$ cat src/rtl/sha256_pkg.sv
// Shared SHA-256 types, constants and small-sigma functions used by the
// message scheduler and the compression core.
package sha256_pkg;

  typedef logic [31:0] word_t;

  typedef enum logic [1:0] {
    ST_IDLE = 2'd0,
    ST_EMIT = 2'd1,
    ST_DONE = 2'd2
  } state_e;

  localparam int WORDS_PER_BLOCK = 16;
  localparam int SHA256_ROUNDS   = 64;

  function automatic word_t small_sigma0(input word_t x);
    return {x[6:0], x[31:7]} ^ {x[17:0], x[31:18]} ^ (x >> 3);
  endfunction

  function automatic word_t small_sigma1(input word_t x);
    return {x[16:0], x[31:17]} ^ {x[18:0], x[31:19]} ^ (x >> 10);
  endfunction

endpackage

$ cat src/rtl/message_scheduler.sv
// SHA-256 message schedule: streams W0..W(NUM_ROUNDS-1) from a 16-word
// sliding window under a valid/ready handshake.
module message_scheduler
  import sha256_pkg::*;
#(
  parameter int NUM_ROUNDS = SHA256_ROUNDS  // legal range 16..64
) (
  input  logic         clk,
  input  logic         rst,
  input  logic [511:0] block_in,
  input  logic         load,
  input  logic         w_ready,
  output logic [31:0]  w_out,
  output logic         w_valid,
  output logic [5:0]   t_index,
  output logic         busy,
  output logic         done,
  output state_e       state_dbg_o
);

  // Handshake: a word transfers on a rising edge where w_valid && w_ready;
  // w_out and t_index hold steady while w_valid is high and w_ready is low.

  localparam logic [5:0] LAST_T = 6'(NUM_ROUNDS - 1);

  state_e     state_q, state_d;
  word_t      window_q [WORDS_PER_BLOCK];
  word_t      window_d [WORDS_PER_BLOCK];
  logic [5:0] t_q, t_d;

  always_ff @(posedge clk) begin
    if (rst) begin
      state_q <= ST_IDLE;
      t_q     <= '0;
      for (int i = 0; i < WORDS_PER_BLOCK; i++) window_q[i] <= '0;
    end else begin
      state_q <= state_d;
      t_q     <= t_d;
      for (int i = 0; i < WORDS_PER_BLOCK; i++) window_q[i] <= window_d[i];
    end
  end

  always_comb begin
    state_d = state_q;
    t_d     = t_q;
    for (int i = 0; i < WORDS_PER_BLOCK; i++) window_d[i] = window_q[i];

    case (state_q)
      ST_IDLE: begin
        if (load) begin
          for (int i = 0; i < WORDS_PER_BLOCK; i++)
            window_d[i] = block_in[511 - 32*i -: 32];
          t_d     = '0;
          state_d = ST_EMIT;
        end
      end
      ST_EMIT: begin
        if (w_ready) begin
          if (t_q == LAST_T) begin
            state_d = ST_DONE;
          end else begin
            // Recurrence runs on every shift; for t<16 it only fills slots
            // that are not emitted until t>=16, where it is exact.
            for (int i = 0; i < WORDS_PER_BLOCK - 1; i++) window_d[i] = window_q[i+1];
            window_d[WORDS_PER_BLOCK-1] = small_sigma1(window_q[14]) + window_q[9]
                                        + small_sigma0(window_q[1]) + window_q[0];
            t_d = t_q + 6'd1;
          end
        end
      end
      ST_DONE: begin
        t_d     = '0;
        state_d = ST_IDLE;
      end
      default: state_d = ST_IDLE;
    endcase
  end

  always_comb begin
    w_valid     = (state_q == ST_EMIT);
    w_out       = w_valid ? window_q[0] : '0;
    t_index     = w_valid ? t_q : '0;
    busy        = (state_q != ST_IDLE);
    done        = (state_q == ST_DONE);
    state_dbg_o = state_q;
  end

endmodule

$ cat config.mk
export PLATFORM = sky130hd
export DESIGN_NAME = message_scheduler
export DESIGN_NICKNAME = d
export VERILOG_FILES = /design/src/rtl/sha256_pkg.sv /design/src/rtl/message_scheduler.sv
export SDC_FILE = /design/constraint.sdc
export NUM_CORES = 2
export LEC_CHECK = 0
export BUFFER_PORTS_ARGS = -buffer_cell sky130_fd_sc_hd__buf_2
export CAP_MARGIN = 0
export CORE_ASPECT_RATIO = 0.6
export CORE_MARGIN = 4
export CORE_UTILIZATION = 48
export CTS_CLUSTER_DIAMETER = 120
export DETAILED_ROUTE_END_ITERATION = 7
export PLACE_DENSITY = 0.76
export SYNTH_ARGS = -nofsm -noshare
export SYNTH_HDL_FRONTEND = slang
export SYNTH_SLANG_ARGS = --single-unit
$ cat constraint.sdc
create_clock -name clk -period 5.19 [get_ports clk]
set_input_delay 0.7785 -clock clk [delete_from_list [all_inputs] [get_ports clk]]
set_output_delay 0.7785 -clock clk [all_outputs]
set_load 0.05 [all_outputs]
* After elaboration in Yosys (flattened, before gate mapping) *
Memory sizes are Yosys's and may differ from the RTL's.
Index checks and enable logic that the tools add are counted.

storage, ports and cells
  flip-flop bits (word level) = 8
  bits in writable memories = 512
  bits of input ports = 516
  output and inout port bits = 43
  memories = 1

cells by class
  add/sub/neg operators = 4
  equality and inequality tests = 7
  muxes and demuxes = 33
  bitwise gates (word level) = 20
  reduce and logical (&&, ||, !) cells = 5

memory list
  memory    depth  bits a word  rd ports  clocked after Yosys merged registers in  wr ports  RTL line                 source
  window_q  16     32           16        0                                        16        message_scheduler.sv:27  word_t window_q [WORDS_PER_BLOCK];

operators by type and width
  kind                 count
  $mux 512             3
  $pmux 512 s2         1
  $mux 32              17
  $add 32x32->32       3
  $xor 32x32->32       2
  $xor 32x22->32       1
  $xor 32x29->32       1
  $mux 6               4
  $pmux 6 s3           1
  $or 1x1->1           16
  $add 6x1->6 const B  1
  $eq 6x6->1 const B   1
  $mux 2               3
  $ne 2x2->1 const B   3
  $pmux 2 s2           1
  $reduce_and 4->1     1
  $mux 1               3
  $reduce_and 3->1     1
  $reduce_bool 3->1    1
  $eq 2x1->1 const B   1
  $eq 2x2->1 const B   1
  $logic_not 2->1      1
  $ne 2x1->1 const B   1
  $reduce_bool 2->1    1

* Depth between registers and ports, before layout *
  depth in word-level cells = 9
  mapped depth = 17
  depth with buffers taken out = 15

* Worst setup path after synthesis *
No wires, ideal clock.

  path type = register -> register
  from = mem window_q[0][51] (netlist bit)
  to = mem window_q[1][243] (netlist bit)
  arrival time = 3,884 ps
  path slack = 1,229 ps
  cell stages (with the launch flop) = 16
  buffers on the path = 1
  period minus slack after synthesis = 3,961 ps
  path through = dfxtp_1 > clkbuf_1 > xnor2_1 > xnor2_1 > fa_1 > fa_1 > ha_1 > fa_1 > a211oi_2 > o21bai_2 > a211oi_2 > o21ai_0 > o21ai_0 > o21ai_0 > and4_1 > nor3_1

RTL lines
  what             RTL line
  start, declared  message_scheduler.sv:27

==> run_results.csv <==
group,metric,value,unit
outcome,status,"complete, no violations",
timing,clock_skew,24.33,ps
place,place_hpwl,77850,µm
synth,synth_top_cell_by_area,"dfxtp_1",
timing,tns,0,ps
clock_tree,clock_sinks,520,
worst_setup_path,rr_startpoint,"window_q[1][212]$_SDFFE_PP0P_",
synth,synth_seq_cells,520,
grt,grt_pass1_wl,148900,µm
pwr,p_leak,13.31,nW
worst_setup_path,r2r_cells,14,
layout,fillers,5262,
place,post_dp_cell_area,29590,µm²
layout,fin_area,31300,µm²
detailed_routing,antenna_left,0,
synth,synthDistinctLibCells,59,
worst_setup_path,critPathMaxFanout,5,
floorplanning,die_area,60090,µm²
timing,slew_violations,0,
detailed_routing,remaining_drc_errors,0,
layout,drive_gt1_share,17.86,%
synth,synth_cells,3529,
pwr,power_frac_comb,39.4,%
detailed_routing,drt-pass1-iter-count,6,
place,port_buffers,558,
worst_hold_path,hp-start,"block_in[172]",
floorplanning,io_pins,559,
synth,synthTopCellsByCount,"nand2_1, nor2_1, dfxtp_1, a311oi_1, clkbuf_1",
floorplanning,num_rows,66,
grt,grt_max_degree,250,
synth,ys_seq_area_share,38.65,%
synth,synthArstFlopShare,0,%
worst_hold_path,holdPathEnd,"window_q[1][76]$_SDFFE_PP0P_",
pwr,seqPwrFrac,33.8,%
clock_tree,htreeDepth,2,
detailed_routing,vias_per_cell,5.801,
timing,max_freq,218.1,MHz
grt,grt_pass1_vias,23692,
timing,fin_crit_sh,88.34,%
worst_setup_path,arrival,5070,ps
detailed_routing,vias,26752,
synth,synth_area_leaders,"dfxtp_1, a311oi_1, nand2_1",
worst_hold_path,hold_path.class,"in -> reg",
timing,finalHoldViolCount,0,
floorplanning,fp.dieW,313.8,µm
place,place.gp.congestion,0.9726,
synth,synth_most_common_cell,"nand2_1",
worst_setup_path,r2r_setup_slack,610,ps
grt,track_usage,32.71,%
worst_setup_path,cp-end-kind,"register",
detailed_routing,wire_per_inst,22.49,µm
pwr,p_int,8.790,mW
worst_setup_path,required,5680,ps
floorplanning,die_h,191.5,µm
detailed_routing,wirelength,103700,µm
synth,synth_nets,4139,
synth,post_synth_instance_area,26930,µm²
clock_tree,postCtsSetupBuffers,0,
worst_setup_path,worstSetupPathType,"reg -> reg",
pwr,p_switching,5.671,mW
timing,setup_viol,0,
floorplanning,core,54830,µm²
synth,syn_area_per_cell,7.632,µm²
pwr,vdd_ir_drop_max,305.3,µV
synth,netlist.area_leader.share,38.65,%
layout,fin_nets,4425,
pwr,p_sw_share,39.21,%
timing,finalCriticalPeriod,4585,ps
worst_setup_path,cp-start-kind,"register",
clock_tree,cts_buffers,48,
worst_setup_path,r2r_end,"window_q[1][241]$_SDFFE_PP0P_",
synth,ys.warnings.count,0,
timing,rsz0062_at_grt,"false",
floorplanning,start_util,49.12,%
grt,antenna_found_initial,21,
timing,whs,443.0,ps
timing,tightestPinTransition,1226,ps
worst_setup_path,startpoint,"window_q[1][212]$_SDFFE_PP0P_",
clock_tree,clock_latency,590,ps
clock_tree,cts-root-buf,"clkbuf_16",
detailed_routing,drtIter0Drc,3637,
pwr,pwr_density_cell,462.0,nW/µm²
clock_tree,ctsResizeCount,0,
clock_tree,cts_tree,"done",
grt,grt_overflow,0,
pwr,clkPwrFrac,26.7,%
clock_tree,clockBufferDepth,3,
clock_tree,path_clk_slew,70,ps
worst_hold_path,min_path_cells,3,
layout,syn_to_final_growth,16.22,%
synth,synth_edf_count,0,
clock_tree,ctsHoldBuffers,0,
run,maxCapViolCount,0,
timing,slew_headroom,17.99,%
synth,ys.flop_type,"dfxtp_1",
worst max path at each step:
stage,endpoint,slack (ps)
finish,window_q[1][241]$_SDFFE_PP0P_,610
floorplan,window_q[1][243]$_SDFFE_PP0P_,1230
detailed placement,window_q[1][243]$_SDFFE_PP0P_,710
global placement,window_q[1][243]$_SDFFE_PP0P_,780
CTS,window_q[1][241]$_SDFFE_PP0P_,670
global route,window_q[1][241]$_SDFFE_PP0P_,350
cell families after synthesis:
| group | Yosys count | synth area share, % |
|---|---|---|
| DFF | 520 | 38.65 |
| AOI/OAI and AO/OA | 633 | 19.56 |
| buffers and inverters | 480 | 7.187 |
| muxes | 1 | 0.04181 |
| adders and majority gates | 94 | 6.095 |
| and+or+nand+nor | 1654 | 23.69 |
| xor gates and xnor gates | 147 | 4.780 |
routing by layer:
layer  global-route usage (%)  share of wire [%]  up-vias
met2                    46.30                 41     1225
met4                    6.363                1.7       16
met5                        0              0.094        -
li1                         -                  -    12553
met3                    8.246                 12      129
met1                    49.99                 45    12829
power by group through the flow:
stage	logic, mW	registers (mW)	clock network, mW
floorplan	4.17	4.71	0
global placement	5.58	4.94	0
detailed placement	5.55	4.95	0
CTS	5.60	4.87	3.88
global route	6.25	4.92	4.04
finish	5.70	4.89	3.87
worst max-delay path: stages (launching register included):
cell,delay [ps]
dfxtp_1,460
xnor2_1,180
xnor2_1,190
fa_1,480
fa_1,450
ha_1,260
fa_1,500
a211oi_2,280
o21bai_2,130
a211oi_2,610
o21ai_0,140
o21ai_0,150
o21ai_0,230
xnor2_1,180
a211oi_1,240
registers in the layout, indices dropped and copies added (netlist names):
name,flops
state_dbg_o,2
t_q,6
window_q,512
layout by cell type, fill, tap and decap left out, types with 13 or more instances in the layout:
master,Yosys,layout
nand2_1,1009,1009
and2_1,16,16
o21ai_0,26,26
dfxtp_1,520,520
a21o_1,16,16
fa_1,62,62
xor2_1,23,23
clkbuf_16,0,49
xnor2_1,124,124
buf_4,1,14
a311oi_1,489,489
buf_2,67,557
ha_1,32,32
nor2_1,572,572
a21oi_1,46,45
a211oi_1,13,13
inv_1,132,132
final cells by class:
class	instances	area, µm²	area share [%]
well taps	748	935.9	2.990
clock buffers	64	1363	4.353
repair buffers	583	3128	9.993
multi-input cells	2529	14610	46.66
diodes	12	30.03	0.09593
inverters	133	506.7	1.619
flip-flops and latches	520	10410	33.26
clock inverters	23	322.8	1.031
through the flow:
stage | instances | total power [mW] | utilization (%) | setup WS, ps
final | 4612 | 14.46 | 57.09 | 605.1
after global routing | 4610 | 15.22 | 57.08 | 352.2
after CTS | 4600 | 14.34 | 57.03 | 669.0
after detailed placement | 4513 | 10.51 | 53.96 | 713.5
after global placement | 4513 | 10.52 | 53.96 | 779.6
after floorplan | 3529 | 8.873 | - | 1229
(Power assumes the default switching activity.)
